<file path="src/rtl/mem_bus_arbiter.sv">
// Two-master arbiter for a picorv32-style valid/ready memory bus, with a bus watchdog
// that force-completes hung transfers and records the first offending address.
module mem_bus_arbiter #(
    parameter int unsigned TIMEOUT      = 1024,
    parameter logic [31:0] TIMEOUT_DATA = 32'hDEAD_BEEF,
    parameter logic        RESET_PRIO   = 1'b0
) (
    input  logic        clk,
    input  logic        reset,

    input  logic        m0_valid,
    input  logic        m0_instr,
    input  logic [31:0] m0_addr,
    input  logic [31:0] m0_wdata,
    input  logic [3:0]  m0_wstrb,
    output logic [31:0] m0_rdata,
    output logic        m0_ready,

    input  logic        m1_valid,
    input  logic [31:0] m1_addr,
    input  logic [31:0] m1_wdata,
    input  logic [3:0]  m1_wstrb,
    output logic [31:0] m1_rdata,
    output logic        m1_ready,

    output logic        s_valid,
    output logic        s_instr,
    output logic [31:0] s_addr,
    output logic [31:0] s_wdata,
    output logic [3:0]  s_wstrb,
    input  logic [31:0] s_rdata,
    input  logic        s_ready,

    output logic        owner,
    output logic        timeout_err,
    output logic [31:0] timeout_addr,
    input  logic        err_clr
);

    // A zero TIMEOUT still needs a legal one-bit counter; the enable keeps it inert.
    localparam bit              WDOG_EN   = (TIMEOUT != 0);
    localparam int unsigned     WDOG_W    = WDOG_EN ? $clog2(TIMEOUT + 1) : 1;
    localparam logic [WDOG_W-1:0] WDOG_LAST = WDOG_EN ? WDOG_W'(TIMEOUT - 1) : '0;
    localparam logic [WDOG_W-1:0] WDOG_MAX  = WDOG_EN ? WDOG_W'(TIMEOUT) : '0;

    typedef enum logic {
        IDLE = 1'b0,
        BUSY = 1'b1
    } state_t;

    state_t            state;
    state_t            state_next;
    logic              owner_next;
    logic              prio;
    logic              prio_next;
    logic [WDOG_W-1:0] wdog;
    logic [WDOG_W-1:0] wdog_next;

    logic              busy;
    logic              own_valid;
    logic              own_instr;
    logic [31:0]       own_addr;
    logic [31:0]       own_wdata;
    logic [3:0]        own_wstrb;
    logic              done;
    logic              timeout_fire;
    logic              grant_ready;
    logic [31:0]       grant_data;

    assign busy = (state == BUSY);

    always_comb begin
        own_valid = m0_valid;
        own_instr = m0_instr;
        own_addr  = m0_addr;
        own_wdata = m0_wdata;
        own_wstrb = m0_wstrb;
        if (owner) begin
            own_valid = m1_valid;
            own_instr = 1'b0;
            own_addr  = m1_addr;
            own_wdata = m1_wdata;
            own_wstrb = m1_wstrb;
        end
    end

    // A real slave completion always beats the watchdog in the same cycle.
    assign done         = busy && own_valid && s_ready;
    assign timeout_fire = WDOG_EN && busy && own_valid && !s_ready && (wdog == WDOG_LAST);
    assign grant_ready  = done || timeout_fire;
    assign grant_data   = timeout_fire ? TIMEOUT_DATA : s_rdata;

    always_comb begin
        s_valid = 1'b0;
        s_instr = 1'b0;
        s_addr  = '0;
        s_wdata = '0;
        s_wstrb = '0;
        if (busy) begin
            s_valid = own_valid && !timeout_fire;
            s_instr = own_instr;
            s_addr  = own_addr;
            s_wdata = own_wdata;
            s_wstrb = own_wstrb;
        end
    end

    always_comb begin
        m0_ready = grant_ready && !owner;
        m1_ready = grant_ready && owner;
        m0_rdata = m0_ready ? grant_data : '0;
        m1_rdata = m1_ready ? grant_data : '0;
    end

    always_comb begin
        state_next = state;
        owner_next = owner;
        prio_next  = prio;
        wdog_next  = wdog;
        case (state)
            IDLE: begin
                if (m0_valid || m1_valid) begin
                    owner_next = (m0_valid && m1_valid) ? prio : m1_valid;
                    state_next = BUSY;
                    wdog_next  = '0;
                end
            end
            BUSY: begin
                if (wdog != WDOG_MAX) begin
                    wdog_next = wdog + WDOG_W'(1);
                end
                // An aborting master leaves priority alone so it cannot skip its turn.
                if (!own_valid) begin
                    state_next = IDLE;
                end else if (grant_ready) begin
                    prio_next  = ~owner;
                    state_next = IDLE;
                end
            end
            default: begin
                state_next = IDLE;
            end
        endcase
    end

    always_ff @(posedge clk or posedge reset) begin
        if (reset) begin
            state <= IDLE;
            owner <= 1'b0;
            prio  <= RESET_PRIO;
            wdog  <= '0;
        end else begin
            state <= state_next;
            owner <= owner_next;
            prio  <= prio_next;
            wdog  <= wdog_next;
        end
    end

    // Only the first timeout since the last clear keeps its address.
    always_ff @(posedge clk or posedge reset) begin
        if (reset) begin
            timeout_err  <= 1'b0;
            timeout_addr <= '0;
        end else if (err_clr) begin
            timeout_err  <= 1'b0;
            timeout_addr <= '0;
        end else if (timeout_fire) begin
            timeout_err <= 1'b1;
            if (!timeout_err) begin
                timeout_addr <= own_addr;
            end
        end
    end

endmodule
</file>
<file path="config.mk">
export PLATFORM = sky130hd
export DESIGN_NAME = mem_bus_arbiter
export DESIGN_NICKNAME = d
export VERILOG_FILES = /design/src/rtl/mem_bus_arbiter.sv
export SDC_FILE = /design/constraint.sdc
export NUM_CORES = 1
export LEC_CHECK = 0
export ABC_AREA = 1
export CORE_AREA = 2 2 133 135
export CTS_CLUSTER_SIZE = 40
export DETAILED_ROUTE_END_ITERATION = 16
export DIE_AREA = 0 0 135 137
export MAX_ROUTING_LAYER = met4
export PLACE_DENSITY = 0.76
export SLEW_MARGIN = 30
export SYNTH_ARGS = -nofsm -noshare
export SYNTH_HDL_FRONTEND = slang
export SYNTH_SLANG_ARGS = --single-unit
</file>
<file path="constraint.sdc">
create_clock -name clk -period 1.95 [get_ports clk]
set_input_delay 0.2925 -clock clk [delete_from_list [all_inputs] [get_ports clk]]
set_output_delay 0.2925 -clock clk [all_outputs]
set_load 0.005 [all_outputs]
</file>
==> metrics <==
flop-to-flop setup slack=20 ps; CORE AREA=approximately 0.017 sq mm; Post-synth ARST share=1.00; worst setup path start=wdog[1]; Post-CTS Hold Fix Bufs=0; Crit-path slowest cell=dfrtp_1; initial antenna violation count=1; clock tree sinks=47; gr ovfl total=0; PnR Total Power=a little over 10 mW; area grow syn2layout=137%; maximum clock frequency=~450 MHz; Cell Area, Placed=~0.0084 sq mm; drc violations=0; crit path launch type=register; Worst Setup Slack, final=-257 ps; final wirelength=25.3 mm; clock slew at reported path FFs=approximately 70 ps; register area=roughly 0.0012 sq mm; cells along the critical path=ha_2, nand2_2, nor2_4, nand3_4, nand2_4, nand3_4, bufbuf_16, a21oi_2, buf_2; FP Rows=48; placed cells=around 1.2k; #FFs+latches synth=47; Die X=between 100 and 150 um; Max-slew headroom=0.746; Final Non-Filler Cells=roughly 1.4k; Pleak=5.03 nW; R2R cell count=12; failing checks=setup timing; Hold Violations, Final=0; RePlAce Congestion=about 0.85; status=complete, but fails checks; post-synth cell types=29; skew final=between 6 and 7 ps; Synth Instances=about 660; Buf/Inv on CP=2; top fanout value on the critical path=12; fill count=between 1k and 1.5k; vias per inst=4.86; max-slew violations=0; R2R Path End=timeout_addr[28]; vias=between 6k and 7k; max incr delay on CP=about 360 ps; Power Dens Cells=between 1000 and 1500 mW/mm^2; final setup fails=roughly 90; Most used DFF post-synth=dfrtp_1; dominant cell type by area after synthesis=dfrtp_1; Reg-to-Reg Start=owner; number of synthesized flops with an enable pin=0; Yosys top cell area share=0.284; Post-synth top cells=nor2_1 (114), inv_1 (90), nand2_1 (68); final core utilization=0.576; Wirelength per Cell=around 19 um; CTS tree=yes; die area=approximately 0.018 sq mm; Worst EP required=about 1700 ps; Avg Cell Area, Syn=6.30 sq um; Initial Util=0.243; RSZ-0062 raised after global routing=true; H-tree lvl count=2; vias in the first global route=6,501; share of cells above drive strength 1=0.409; Worst Setup Path Type=register to primary output; post-synth net total=between 800 and 900; clk buf depth=2; HP Class=primary input to async pin; top cells by area, synth=dfrtp_1 (28%), nor2_1 (10%), inv_1 (8.2%); port bufs=between 300 and 400; hpwl dp=approximately 16 mm; global-route wire length before repair=roughly 36 mm; Clk Latency, worst-skew pair=290 ps; maxcap violations=0; WHS=approximately 360 ps; Worst path depth=9; Num CTS Buffers=5; post-route cell area=slightly below 0.01 sq mm; setup slack at placement=-554 ps; VDD IR max=roughly 0.81 mV; CP dominant cell by count=nand3_4; Largest delay share family, worst path=simple AND/OR/NAND/NOR gates; multi-input logic area=around 0.0028 sq mm; Seq/Total Area, Yosys=0.284; most frequent cell after synthesis=nor2_1; io pins=345; Post-DRT Antenna Nets=0; Root Buffer=clkbuf_16; fin crit period=2210 ps; period utilisation layout=1.13; synthesized area=a little over 0.004 sq mm; Setup Total Neg Slack=-12,010 ps; global-route usage over all layers=0.260; Crit. End Element=primary output; synth warn=0; Final nets=roughly 1.3k; Worst-Margin Slew=382 ps; initial drt markers=364; CP Capture Point=m0_rdata[18]; Arr. time, crit path=1910 ps; largest net degree at the start of global routing=~50; router iterations before antenna repair=5; die outline height=about 140 um
==> worst min path at each step <==
stage | cells past startpoint | startpoint | to | slack [ps]
2_1_floorplan | 1 | err_clr | timeout_err | 350
3_3_place_gp | 2 | timeout_addr[25] | timeout_addr[25] | 480
3_5_place_dp | 2 | timeout_addr[7] | timeout_addr[7] | 490
4_1_cts | 3 | reset | timeout_addr[14] | 380
5_1_grt | 3 | reset | timeout_addr[14] | 380
6_report | 3 | reset | timeout_addr[14] | 360
==> cells by family after synthesis <==
kind of cell,after synthesis,synth area share
AOI/OAI and AO/OA,127,0.183
xor gates and xnor gates,1,0.00212
adders and majority gates,2,0.00604
buffers and inverters,149,0.143
DFF,47,0.284
and+or+nand+nor,331,0.382
==> tightest hold or removal path, stage by stage <==
cell and delay, ps:
clkdlybuf4s50_1 420, inv_2 70, buf_12 240
==> per-layer routing <==
metal	GRT usage	part of all wire
met2	0.438	0.50
met5	-	0
met1	0.296	0.38
met3	0.0615	0.089
met4	0.115	0.037
==> cell type report <==
class,instances,share of cell area
Clock buffer,5,0.0127
Multi-Input combinational cell,461,0.287
Antenna cell,1,0.000255
Clock inverter,3,0.00446
Tap cell,225,0.0287
Inverter,95,0.0378
Sequential cell,47,0.120
Timing Repair Buffer,526,0.509
==> cells in the final DEF (no fill, tap or decap), drive strengths merged <==
cell and n:
diode 1, o31ai 1, nand3 58, clkinv 5, clkbuf 17, buf 299
o21ai 43, clkdlybuf4s15 5, nand3b 1, dlygate4sd2 3, xor2 1, nor2 117
nor3 1, nand2 70, and3 1, or2 33, dfrtp 47, nand4 50
bufbuf 1, bufinv 1, dlymetal6s2s 2, a21oi 50, clkdlybuf4s50 204, inv 92
o21a 32, ha 2, o211ai 1
==> flip-flops by register name, summed over array words and instances (netlist names) <==
name and count:
prio 1, timeout_addr 32, owner 1, busy 1, wdog 11, timeout_err 1
==> timing repair <==
action,in CTS,in global routing
endpoints found under the setup margin,135,154
buffers inserted,80,22
cloned,16,1
gates resized for setup,638,129
pin swaps,52,37
==> where the power goes <==
group / switching [mW] / total [mW] / internal, mW
Combinational: 3.63 / 8.24 / 4.60
Clock: 0.374 / 0.978 / 0.605
Sequential: 0.0646 / 1.10 / 1.04
No activity file was read; power rests on OpenSTA's default activity.
